--- config.mk ---
export PLATFORM = sky130hd
export DESIGN_NAME = vram_arbiter
export DESIGN_NICKNAME = d
export VERILOG_FILES = /design/src/rtl/vram_arb_pkg.sv /design/src/rtl/vram_refresh_credit.sv /design/src/rtl/vram_arbiter.sv
export SDC_FILE = /design/constraint.sdc
export NUM_CORES = 1
export LEC_CHECK = 0
export ABC_AREA = 1
export CORE_MARGIN = 2
export CORE_UTILIZATION = 40
export DETAILED_ROUTE_END_ITERATION = 6
export GPL_ROUTABILITY_DRIVEN = 0
export MAX_ROUTING_LAYER = met4
export PLACE_DENSITY = 0.77
export RECOVER_POWER = 25
export SLEW_MARGIN = 30
export SYNTH_ARGS = -nofsm -noshare
export SYNTH_HDL_FRONTEND = slang
export SYNTH_SLANG_ARGS = --single-unit
--- constraint.sdc ---
create_clock -name clk -period 1.8 [get_ports clk]
set_clock_uncertainty 0.1 [all_clocks]
set_input_delay 0.36 -clock clk [delete_from_list [all_inputs] [get_ports clk]]
set_output_delay 0.36 -clock clk [all_outputs]
set_load 0.02 [all_outputs]
--- src/rtl/vram_arb_pkg.sv ---
// Shared types and constants for the VRAM arbiter: command owner, FSM state
// and the refresh credit ceiling.
package vram_arb_pkg;

   typedef enum logic [1:0] {
      OWN_NONE,
      OWN_VDP,
      OWN_AUX,
      OWN_REF
   } owner_t;

   typedef enum logic [1:0] {
      IDLE,
      ISSUED,
      BUSY,
      DONE
   } state_t;

   localparam int         CREDIT_W   = 3;
   localparam logic [2:0] CREDIT_MAX = 3'd7;

endpackage

--- src/rtl/vram_refresh_credit.sv ---
// Refresh bookkeeping: a free-running interval counter earns one credit per
// wrap into a saturating 3-bit bucket; each issued refresh spends one.
module vram_refresh_credit
   import vram_arb_pkg::*;
#(
   parameter int REFRESH_INTERVAL = 810,
   parameter int REFRESH_URGENT   = 4
) (
   input  logic clk,
   input  logic reset_n,
   input  logic take,
   output logic credit_due,
   output logic credit_urgent,
   output logic overrun
);

   localparam int IW = $clog2(REFRESH_INTERVAL);

   logic [IW-1:0]       interval_reg;
   logic [CREDIT_W-1:0] credit_reg;
   logic                overrun_reg;
   logic                wrap;

   assign wrap          = (interval_reg == IW'(REFRESH_INTERVAL - 1));
   assign credit_due    = (credit_reg != '0);
   assign credit_urgent = (credit_reg >= CREDIT_W'(REFRESH_URGENT));
   assign overrun       = overrun_reg;

   always_ff @(posedge clk or negedge reset_n) begin
      if (!reset_n) begin
         interval_reg <= '0;
         credit_reg   <= '0;
         overrun_reg  <= 1'b0;
      end else begin
         interval_reg <= wrap ? '0 : interval_reg + IW'(1);
         // An earn and a spend in the same cycle cancel out.
         case ({wrap, take})
            2'b10: if (credit_reg != CREDIT_MAX) credit_reg <= credit_reg + CREDIT_W'(1);
            2'b01: if (credit_reg != '0)         credit_reg <= credit_reg - CREDIT_W'(1);
            default: ;
         endcase
         if (wrap && credit_reg == CREDIT_MAX)
            overrun_reg <= 1'b1;
      end
   end

endmodule

--- src/rtl/vram_arbiter.sv ---
// Arbitrates VDP, auxiliary and refresh traffic onto the single SDRAM
// memory_controller port, one command at a time.
module vram_arbiter
   import vram_arb_pkg::*;
#(
   parameter int ADDR_WIDTH       = 21,
   parameter int REFRESH_INTERVAL = 810,
   parameter int REFRESH_URGENT   = 4,
   parameter int BUSY_TIMEOUT     = 15
) (
   input  logic                  clk,
   input  logic                  reset_n,
   input  logic                  vdp_req,
   input  logic                  vdp_wr,
   input  logic [ADDR_WIDTH-1:0] vdp_addr,
   input  logic [15:0]           vdp_din,
   input  logic [1:0]            vdp_wdm,
   output logic [15:0]           vdp_dout,
   output logic                  vdp_ack,
   input  logic                  aux_req,
   input  logic                  aux_wr,
   input  logic [ADDR_WIDTH-1:0] aux_addr,
   input  logic [15:0]           aux_din,
   input  logic [1:0]            aux_wdm,
   output logic [15:0]           aux_dout,
   output logic                  aux_ack,
   output logic                  mc_read,
   output logic                  mc_write,
   output logic                  mc_refresh,
   output logic [ADDR_WIDTH-1:0] mc_addr,
   output logic [15:0]           mc_din,
   output logic [1:0]            mc_wdm,
   input  logic [15:0]           mc_dout,
   input  logic                  mc_busy,
   output logic                  ref_overrun,
   output logic                  mc_timeout
);

   localparam int TW = $clog2(BUSY_TIMEOUT + 1);

   state_t          state_reg;
   owner_t          owner_reg;
   logic            wr_reg;
   logic [TW-1:0]   tmo_reg;

   logic            credit_due, credit_urgent;
   logic            idle_free, grant_ref, grant_vdp, grant_aux, grant_cmd, finish;
   logic            sel_wr;
   logic [ADDR_WIDTH-1:0] sel_addr;
   logic [15:0]     sel_din;
   logic [1:0]      sel_wdm;

   vram_refresh_credit #(
      .REFRESH_INTERVAL (REFRESH_INTERVAL),
      .REFRESH_URGENT   (REFRESH_URGENT)
   ) u_credit (
      .clk           (clk),
      .reset_n       (reset_n),
      .take          (grant_ref),
      .credit_due    (credit_due),
      .credit_urgent (credit_urgent),
      .overrun       (ref_overrun)
   );

   // Urgent refresh > VDP > routine refresh > aux.
   assign idle_free = (state_reg == IDLE) && !mc_busy;
   assign grant_ref = idle_free && (credit_urgent || (!vdp_req && credit_due));
   assign grant_vdp = idle_free && !credit_urgent && vdp_req;
   assign grant_aux = idle_free && !credit_due && !vdp_req && aux_req;
   assign grant_cmd = grant_vdp || grant_aux;

   assign sel_wr   = grant_vdp ? vdp_wr   : aux_wr;
   assign sel_addr = grant_vdp ? vdp_addr : aux_addr;
   assign sel_din  = grant_vdp ? vdp_din  : aux_din;
   assign sel_wdm  = grant_vdp ? vdp_wdm  : aux_wdm;

   // Command completes either by busy falling or by the busy-assert watchdog.
   assign finish = ((state_reg == ISSUED) && !mc_busy && (tmo_reg == TW'(BUSY_TIMEOUT - 1)))
                || ((state_reg == BUSY) && !mc_busy);

   always_ff @(posedge clk or negedge reset_n) begin
      if (!reset_n) begin
         state_reg  <= IDLE;
         owner_reg  <= OWN_NONE;
         wr_reg     <= 1'b0;
         tmo_reg    <= '0;
         mc_read    <= 1'b0;
         mc_write   <= 1'b0;
         mc_refresh <= 1'b0;
         mc_addr    <= '0;
         mc_din     <= '0;
         mc_wdm     <= '0;
         vdp_ack    <= 1'b0;
         aux_ack    <= 1'b0;
         vdp_dout   <= '0;
         aux_dout   <= '0;
         mc_timeout <= 1'b0;
      end else begin
         mc_read    <= 1'b0;
         mc_write   <= 1'b0;
         mc_refresh <= 1'b0;
         vdp_ack    <= 1'b0;
         aux_ack    <= 1'b0;
         case (state_reg)
            IDLE: begin
               if (grant_ref) begin
                  mc_refresh <= 1'b1;
                  owner_reg  <= OWN_REF;
                  wr_reg     <= 1'b0;
                  tmo_reg    <= '0;
                  state_reg  <= ISSUED;
               end else if (grant_cmd) begin
                  mc_read    <= ~sel_wr;
                  mc_write   <= sel_wr;
                  mc_addr    <= sel_addr;
                  mc_din     <= sel_din;
                  mc_wdm     <= sel_wdm;
                  owner_reg  <= grant_vdp ? OWN_VDP : OWN_AUX;
                  wr_reg     <= sel_wr;
                  tmo_reg    <= '0;
                  state_reg  <= ISSUED;
               end
            end
            ISSUED: begin
               if (mc_busy) begin
                  state_reg <= BUSY;
               end else if (finish) begin
                  mc_timeout <= 1'b1;
                  state_reg  <= DONE;
               end else begin
                  tmo_reg <= tmo_reg + TW'(1);
               end
            end
            BUSY: begin
               if (finish) state_reg <= DONE;
            end
            DONE: begin
               state_reg <= IDLE;
               owner_reg <= OWN_NONE;
            end
            default: state_reg <= IDLE;
         endcase
         // Ack and read data are registered on entry to DONE so they are valid during it.
         if (finish) begin
            if (owner_reg == OWN_VDP) begin
               vdp_ack <= 1'b1;
               if (!wr_reg) vdp_dout <= mc_dout;
            end
            if (owner_reg == OWN_AUX) begin
               aux_ack <= 1'b1;
               if (!wr_reg) aux_dout <= mc_dout;
            end
         end
      end
   end

endmodule

# --- After elaboration in Yosys (flattened, before gate mapping) ---
# Index checks and enable logic that the tools add are counted.
# Widths: inputs -> output; s select.
classes:
  addsub: 4
  magnitude_cmp: 1
  n_eq_ne: 16
  muxes: 36
  bitwise: 4
  reduce_logical: 33
ops:
  columns: ["cell", "n"]
  rows:
  - ["$mux 21", 1]
  - ["$mux 16", 1]
  - ["$mux 2", 8]
  - ["$mux 4", 4]
  - ["$mux 1", 15]
  - ["$reduce_and 3->1", 5]
  - ["$logic_and 1x1->1", 12]
  - ["$add 10x1->10 const B", 1]
  - ["$eq 10x10->1 const B", 1]
  - ["$mux 10", 1]
  - ["$eq 2x2->1 const B", 4]
  - ["$pmux 2 s4", 1]
  - ["$pmux 4 s2", 1]
  - ["$reduce_bool 2->1", 4]
  - ["$eq 2x1->1 const B", 3]
  - ["$mux 3", 2]
  - ["$ne 2x2->1 const B", 3]
  - ["$pmux 3 s2", 1]
  - ["$add 4x1->4 const B", 1]
  - ["$eq 4x4->1 const B", 1]
  - ["$logic_not 1->1", 4]
  - ["$not 1->1", 4]
  - ["$pmux 2 s2", 1]
  - ["$reduce_and 2->1", 2]
  - ["other kinds (11)", 13]
totals:
  regBits: 100
  inputBits: 101
  out_inout_bits: 78

# --- Logic depth before layout (Yosys ltp) ---
# Gate-level depths: netlist of run 1.
depth:
  word_depth: 9
  depth_mapped: 16
  ltp_nobuf: 16

# --- Modules after synthesis ---
# A second synthesis of run 1 with hierarchy kept.
unflattened:
  hier_cells: 629
  hier_area_um2: 4918.5
modules_own_cells:
  columns: ["module", "n_inst", "cells_per_inst", "area_each_um2"]
  rows:
  - ["vram_arbiter", 1, 532, 4095.2]
  - ["vram_refresh_credit", 1, 97, 823.3]

# --- Worst setup path after synthesis of run 1 ---
# OpenSTA, ideal clock, no wires.
synth_path:
  kind: "register to register"
  from: "register u_credit.interval_reg[1]"
  to: "register u_credit.credit_reg[2]"
  setup_time_ns: 0.113
  t_arrival_ns: 1.685
  required_time_ns: 1.587
  slack_ns: -0.098
  stages_incl_launch_ff: 16
  n_path_buf: 0
  synth_period_minus_slack_ns: 1.898
  cell_sequence: "dfrtp_1 > inv_1 > ha_1 > inv_1 > nor2_1 > nand4_1 > nand2_1 > xor2_1 > inv_1 > ha_1 > inv_1 > nand2_1 > nand2_1 > nand3_1 > nand2_1 > inv_1"
synth_via:
  elab_chain_cells: 4
  word_cells_on_any_way: 8
  classes_between: "5 x eq/ne; 1 x mux; 2 x reduce/logical"
synth_rtl:
  columns: ["element", "line_no", "text"]
  rows:
  - ["start: declaration", "vram_refresh_credit.sv:19", "logic [IW-1:0] interval_reg;"]
  - ["start signal: assignment", "vram_refresh_credit.sv:35", "interval_reg <= wrap ? '0 : interval_reg + IW'(1);"]
  - ["$eq 10x10->1 *", "vram_refresh_credit.sv:24", "assign wrap = (interval_reg == IW'(REFRESH_INTERVAL - 1));"]
  - ["$eq 2x2->1 or $eq 2x1->1 (tied branches)", "vram_refresh_credit.sv:37", "case ({wrap, take})"]
  - ["$ne 2x1->1 (no source line) (tied with other cells)", null, null]
  - ["$reduce_and 3->1 (no source line)", null, null]
  - ["end signal: assignment", "vram_refresh_credit.sv:38", "2'b10: if (credit_reg != CREDIT_MAX) credit_reg <= credit_reg + CREDIT_W'(1);"]
  - ["end signal: assignment", "vram_refresh_credit.sv:39", "2'b01: if (credit_reg != '0) credit_reg <= credit_reg - CREDIT_W'(1);"]
  - ["end: declaration", "vram_refresh_credit.sv:20", "logic [CREDIT_W-1:0] credit_reg;"]
# Every way passes the cells marked *; elsewhere a longest branch is shown, timed or not.
# A chain may end at the register's enable or synchronous reset.

# --- Worst setup path after layout of run 1 ---
# Same ends and word-level chain as after synthesis.

==> results.sh, run 1 <==
export IMPL_pwr_share_clk_pct=17.5
export IMPL_multi_input_area_um2=1980
export IMPL_viasPerCell=5.08
export IMPL_slowest_delay_ns=0.38
export IMPL_die_w_um=112
export IMPL_final_common_cell="clkdlybuf4s50_1"
export IMPL_seq_area_um2=2500
export IMPL_yosysWarnings=0
export IMPL_ant_nets=0
export IMPL_vias=4435
export IMPL_violations="setup timing"
export IMPL_grt_use_total_pct=20.5
export IMPL_critPathArrivalTime_ns=2.22
export IMPL_synth_seq_area_share_pct=53.9
export IMPL_placed_cells=837
export IMPL_num_io_pins=179
export IMPL_netlist_cell_type_count=29
export IMPL_cp_required_ns=1.99
export IMPL_end_kind="flip-flop"
export IMPL_std_cell_rows=39
export IMPL_drc=0
export IMPL_clkTransAtPathRegs_ns=0.07
export IMPL_mostFrequentLayoutCells="clkdlybuf4s50_1, dfrtp_1, nand2_1"
export IMPL_ir_drop_uv=1020
export IMPL_period_minus_slack_ns=2.03
export IMPL_cap_violations=0
export IMPL_sequentialPowerShare_pct=33.4
export IMPL_htree_levels=3
export IMPL_drive_gt1_share_pct=19.9
export IMPL_antenna_found_initial=0
export IMPL_grt_pass1_wl_um=20100
export IMPL_synth_nets=618
export IMPL_syn_area_um2=4640
export IMPL_core_area_um2=11400
export IMPL_initial_core_util_pct=40.8
export IMPL_cts_buffers=9
export IMPL_power_internal_uw=6930
export IMPL_antenna_cells=0
export IMPL_place_hpwl_um=8930
export IMPL_yosysTopAreaCellShare_pct=53.9
export IMPL_status="finished, violations left"
export IMPL_top_layer="met4"
export IMPL_crit_chain="inv_1 > ha_2 > inv_2 > nor2_4 > nand4_1 > nand2_2 > xor2_1 > inv_1 > ha_2 > inv_2 > nand2_1 > nand2_2 > nand2_1 > nand2_1 > nand2_1 > inv_1"
export IMPL_max_slew_worst_pin_slew_ns=0.717
export IMPL_drt_iter0_drc=234
export IMPL_path_common_cell="nand2_1"
export IMPL_wl_per_cell_um=15.7
export IMPL_dr_pass1_iters=4
export IMPL_swShare_pct=39.3
export IMPL_die_area_um2=12500
export IMPL_clock_path_buffers=2
export IMPL_num_fill_cells=906
export IMPL_top_register="mc_addr"
export IMPL_slew_headroom_pct=52.2
export IMPL_port_buffers=178
export IMPL_cts_tree="yes"
export IMPL_crit_path_max_fanout=2
export IMPL_fmax_mhz=493
export IMPL_hold_viol_final=0
export IMPL_final_setup_tns_ns=-0.348
export IMPL_power_density_nw_per_um2=1510
export IMPL_clk_root_buffer_cell="clkbuf_16"
export IMPL_syn_inst=512
export IMPL_area_delta_synth_final_pct=63.2
export IMPL_post_route_util_pct=66.7
export IMPL_synthTopCellsByArea="dfrtp_1, nand2_1, nand3_1, o21ai_2, a31oi_1"
export IMPL_setup_viol_count_final=7
export IMPL_finalHoldWorstSlack_ns=0.366
export IMPL_largest_reg_flops=21
export IMPL_insertion_delay_ns=0.34
export IMPL_avgSynthCellArea_um2=9.07
export IMPL_die_y_um=112
export IMPL_wirelength_um=13700
export IMPL_crit_type="reg2reg"
export IMPL_rsz0062_at_grt="true"
export IMPL_stdcell_count=873
export IMPL_final_nets=831
export IMPL_slew_viol_final=0
export IMPL_overflow=0
export IMPL_worst_path_max_delay_cell="dfrtp_1"
export IMPL_p_leak_uw=0.00388
export IMPL_wl_met1_um=5440
export IMPL_yosys_area_top_type="dfrtp_1"
export IMPL_ys_seq_elements=100
export IMPL_cp_start_kind="flip-flop"
export IMPL_setup_slack_ns=-0.230
export IMPL_pre_cts_slack_ns=-0.393
export IMPL_met2_length_um=7250
export IMPL_period_share_pct=113
export IMPL_grt_max_degree=53
export IMPL_grt_pass1_vias=4278
export IMPL_p_switching_uw=4490
export IMPL_hold_path_class="reg2reg"
export IMPL_route_met3_wl_um=834
export IMPL_numClockSinks=100
export IMPL_share_comb_of_total_power_pct=49.1
[critical path: cells and delay by family (launching register included)]
kind | cells | cell delay (ns)
XOR/XNOR | 1 | 0.14
adder cells (fa/ha/maj) | 2 | 0.33
AND/OR/NAND/NOR | 8 | 0.75
flip-flops | 1 | 0.38
buffers and inverters | 5 | 0.28
[path summary, 6_finish.rpt]
check,startpoint,to,slack [ns],cells after the start
setup / recovery,u_credit.interval_reg[1],u_credit.credit_reg[2],-0.23,16
hold / removal,mc_timeout,mc_timeout,0.37,2
setup reg to reg,u_credit.interval_reg[1],u_credit.credit_reg[2],-0.23,16
hold reg to reg,mc_timeout,mc_timeout,0.37,2
max in group asynchronous,reset_n,aux_dout[3],0.47,3
min in group asynchronous,reset_n,mc_addr[13],0.62,3
[routing by layer]
metal,track usage [%],up-vias
li1,-,2101
met1,25.2,2135
met2,34.1,181
met3,3.16,18
met4,7.98,0
met5,-,-
[synthesized netlist by cell type (all sizes together)]
cell / number
nand3: 59
xor2: 4
a21oi: 3
o21ai: 40
inv: 50
ha: 5
buf: 23
nor2: 60
clkbuf: 3
nand4: 3
nor3: 3
nand2: 116
dfrtp: 100
o21bai: 1
xnor2: 2
o21a: 1
a31oi: 39
[stage by stage]
step	total power, uW	area, um^2
2_1_floorplan	6500	4640
3_3_place_gp	8890	6720
3_5_place_dp	9040	6720
4_1_cts	11000	7060
5_1_grt	12100	7580
6_report	11400	7580
[cells by family after synthesis]
group                      share of synthesized area [%]
buffers and inverters                               7.87
DFF                                                 53.9
adders and majority gates                           1.35
xor gates and xnor gates                            1.13
AOI/OAI and AO/OA                                   13.0
and+or+nand+nor                                     22.7
[what timing repair did]
item                                   4_1_cts  5_1_grt
buffers inserted                             1       12
resized for setup                           17       93
hold buffers                                 1        0
setup endpoints to repair                   13      112
cloned                                       0        6
endpoints found under the hold margin      100        0
pin swaps                                    5       11
[power groups by stage]
| stage | combinational [uW] | clock [uW] | sequential (uW) |
|---|---|---|---|
| global placement | 5170 | 0 | 3720 |
| finish | 5610 | 2000 | 3810 |
| floorplan | 1760 | 0 | 4740 |
| global route | 6010 | 2150 | 3930 |
| detailed placement | 5280 | 0 | 3760 |
| CTS | 5260 | 2050 | 3730 |
[cell type report]
cell class	count	area share, %
clock inverter	6	0.924
tap	143	2.36
inverter	50	2.48
sequential	100	33.0
clock buffer	10	3.15
multi-input combinational	336	26.1
timing repair buffer	228	32.0
No activity file was read; power rests on OpenSTA's default activity.
==> run 2, diff against run 1 <==
--- a/config.mk
+++ b/config.mk
@@ -7,11 +7,11 @@
 export LEC_CHECK = 0
 export ABC_AREA = 1
 export CORE_MARGIN = 2
-export CORE_UTILIZATION = 40
+export CORE_UTILIZATION = 48
 export DETAILED_ROUTE_END_ITERATION = 6
 export GPL_ROUTABILITY_DRIVEN = 0
 export MAX_ROUTING_LAYER = met4
-export PLACE_DENSITY = 0.77
+export PLACE_DENSITY = 0.87
 export RECOVER_POWER = 25
 export SLEW_MARGIN = 30
 export SYNTH_ARGS = -nofsm -noshare
==> constraint.sdc (replaced) <==
create_clock -name clk -period 2.63 [get_ports clk]
set_clock_uncertainty 0.1 [all_clocks]
set_input_delay 0.526 -clock clk [delete_from_list [all_inputs] [get_ports clk]]
set_output_delay 0.526 -clock clk [all_outputs]
set_load 0.02 [all_outputs]
==> results.sh, run 2 (synthesized netlist as in run 1, its figures left out) <==
export IMPL_port_buffers=178
export IMPL_end_kind="flip-flop"
export IMPL_num_io_pins=179
export IMPL_sequentialPowerShare_pct=35.8
export IMPL_p_leak_uw=0.00306
export IMPL_dr_pass1_iters=5
export IMPL_status="complete, no violations"
export IMPL_final_nets=792
export IMPL_place_hpwl_um=9150
export IMPL_pwr_share_clk_pct=15.3
export IMPL_crit_path_max_fanout=32
export IMPL_totalPowerFinal_uw=7150
export IMPL_overflow=0
export IMPL_slew_viol_final=0
export IMPL_ant_nets=0
export IMPL_fmax_mhz=458
export IMPL_hold_path_class="in2async"
export IMPL_antenna_found_initial=0
export IMPL_drt_iter0_drc=157
export IMPL_cts_tree="yes"
export IMPL_crit_chain="inv_1 > ha_1 > nand3_2 > nor2_2 > nand2_2 > o21ai_4 > nand4_4 > nand2_1 > o21ai_2"
export IMPL_worst_path_max_delay_cell="nand4_4"
export IMPL_core_area_um2=9330
export IMPL_drive_gt1_share_pct=11.4
export IMPL_grt_pass1_vias=3967
export IMPL_numClockSinks=100
export IMPL_drc=0
export IMPL_r2r_start="tmo_reg[0]"
export IMPL_cap_violations=0
export IMPL_crit_start="tmo_reg[0]"
export IMPL_insertion_delay_ns=0.36
export IMPL_vias=4165
export IMPL_critical_path_depth=9
export IMPL_grt_pass1_wl_um=18800
export IMPL_place_area_um2=6530
export IMPL_cp_start_kind="flip-flop"
export IMPL_hold_viol_final=0
export IMPL_cts_hold_buf=0
export IMPL_slew_headroom_pct=18.7
export IMPL_cp_endpoint="aux_dout[1]"
export IMPL_cts_buffers=9
export IMPL_initial_core_util_pct=49.8
export IMPL_rsz0062_at_grt="false"
export IMPL_critPathBufInv=1
export IMPL_period_minus_slack_ns=2.18
export IMPL_r2r_slack_ns=0.45
export IMPL_largest_reg_flops=21
export IMPL_grt_max_degree=52
export IMPL_postCtsSetupBuffers=0
export IMPL_final_common_cell="clkdlybuf4s50_1"
export IMPL_stdcell_count=820
export IMPL_top_register="mc_addr"
export IMPL_die_w_um=102
export IMPL_p_switching_uw=2830
export IMPL_slowest_delay_ns=0.48
export IMPL_htree_levels=3
export IMPL_postLayoutCellArea_um2=6730
export IMPL_rr_endpoint="aux_dout[1]"
export IMPL_area_delta_synth_final_pct=45.0
export IMPL_post_route_util_pct=72.2
export IMPL_cp_required_ns=2.77
export IMPL_final_setup_tns_ns=0
export IMPL_die_area_um2=10500
export IMPL_wirelength_um=12000
export IMPL_critPathTopFamily="simple AND/OR/NAND/NOR gates"
export IMPL_std_cell_rows=35
export IMPL_viasPerCell=5.08
export IMPL_clkTransAtPathRegs_ns=0.10
export IMPL_reg2regPathDepth=9
export IMPL_cts_resized=0
export IMPL_placed_cells=804
export IMPL_clk_root_buffer_cell="clkbuf_8"
export IMPL_power_density_nw_per_um2=1060
export IMPL_critPathArrivalTime_ns=2.32
export IMPL_mostFrequentLayoutCells="clkdlybuf4s50_1, nand2_1, dfrtp_1"
export IMPL_swShare_pct=39.6
export IMPL_setup_viol_count_final=0
export IMPL_grt_use_total_pct=23.8
export IMPL_clock_path_buffers=2
export IMPL_die_y_um=102
export IMPL_period_share_pct=83.1
export IMPL_power_internal_uw=4320
export IMPL_max_slew_worst_pin_slew_ns=1.22
export IMPL_ir_drop_uv=610
export IMPL_share_comb_of_total_power_pct=48.9
export IMPL_crit_type="reg2reg"
export IMPL_antenna_cells=0
export IMPL_wl_per_cell_um=14.7
## run 2: changes by cell type in the layout (fill, tap and decap cells not counted), sizes merged, moves of 2 or more
cell	before	now
dlymetal6s2s	43	0
dlygate4sd2	9	0
clkinvlp	0	3
inv	53	51
clkbuf	18	11
buf	42	10
clkdlybuf4s50	125	177
## run 2: per-stage QoR
step                      setup slack [ns]  hold slack (ns)
after floorplan                      0.732            0.130
after global placement               0.232            0.359
after detailed placement             0.137            0.361
after CTS                            0.466            0.103
after global routing                 0.246            0.402
final                                0.445            0.309
## run 2: worst min path at each step
stage / end / slack, ns / cells past startpoint
after floorplan: aux_ack / 0.13 / 0
after global placement: mc_timeout / 0.36 / 2
after detailed placement: mc_timeout / 0.36 / 2
after CTS: state_reg[1] / 0.10 / 1
after global routing: u_credit.overrun / 0.40 / 1
final: state_reg[1] / 0.31 / 1
## run 2: final cells by class
class | count | area (um^2)
Clock buffer | 9 | 124
Tap cell | 129 | 161
Multi-Input combinational cell | 336 | 1780
Inverter | 50 | 188
Sequential cell | 100 | 2500
Clock inverter | 7 | 100
Fill cell | 700 | 2590
Timing Repair Buffer | 189 | 1880
## run 2: layer usage
metal	part of all wire (%)	vias to the layer above	GRT usage (%)
met5	0	-	-
met2	49	177	39.0
met4	3.1	0	9.95
li1	-	2026	-
met1	42	1933	29.4
met3	6.3	29	4.10
## run 2: worst reg2reg max path, stage by stage (launching register included)
cell	delay [ns]
dfrtp_1	0.42
inv_1	0.11
ha_1	0.19
nand3_2	0.10
nor2_2	0.13
nand2_2	0.08
o21ai_4	0.10
nand4_4	0.48
nand2_1	0.27
o21ai_2	0.08
## run 2: power by group through the flow
stage               Sequential, uW  Combinational (uW)  Clock [uW]
CTS                           2570                3530        1120
global route                  2640                3780        1180
global placement              2570                3410           0
floorplan                     3250                1210           0
detailed placement            2590                3530           0
finish                        2560                3500        1090
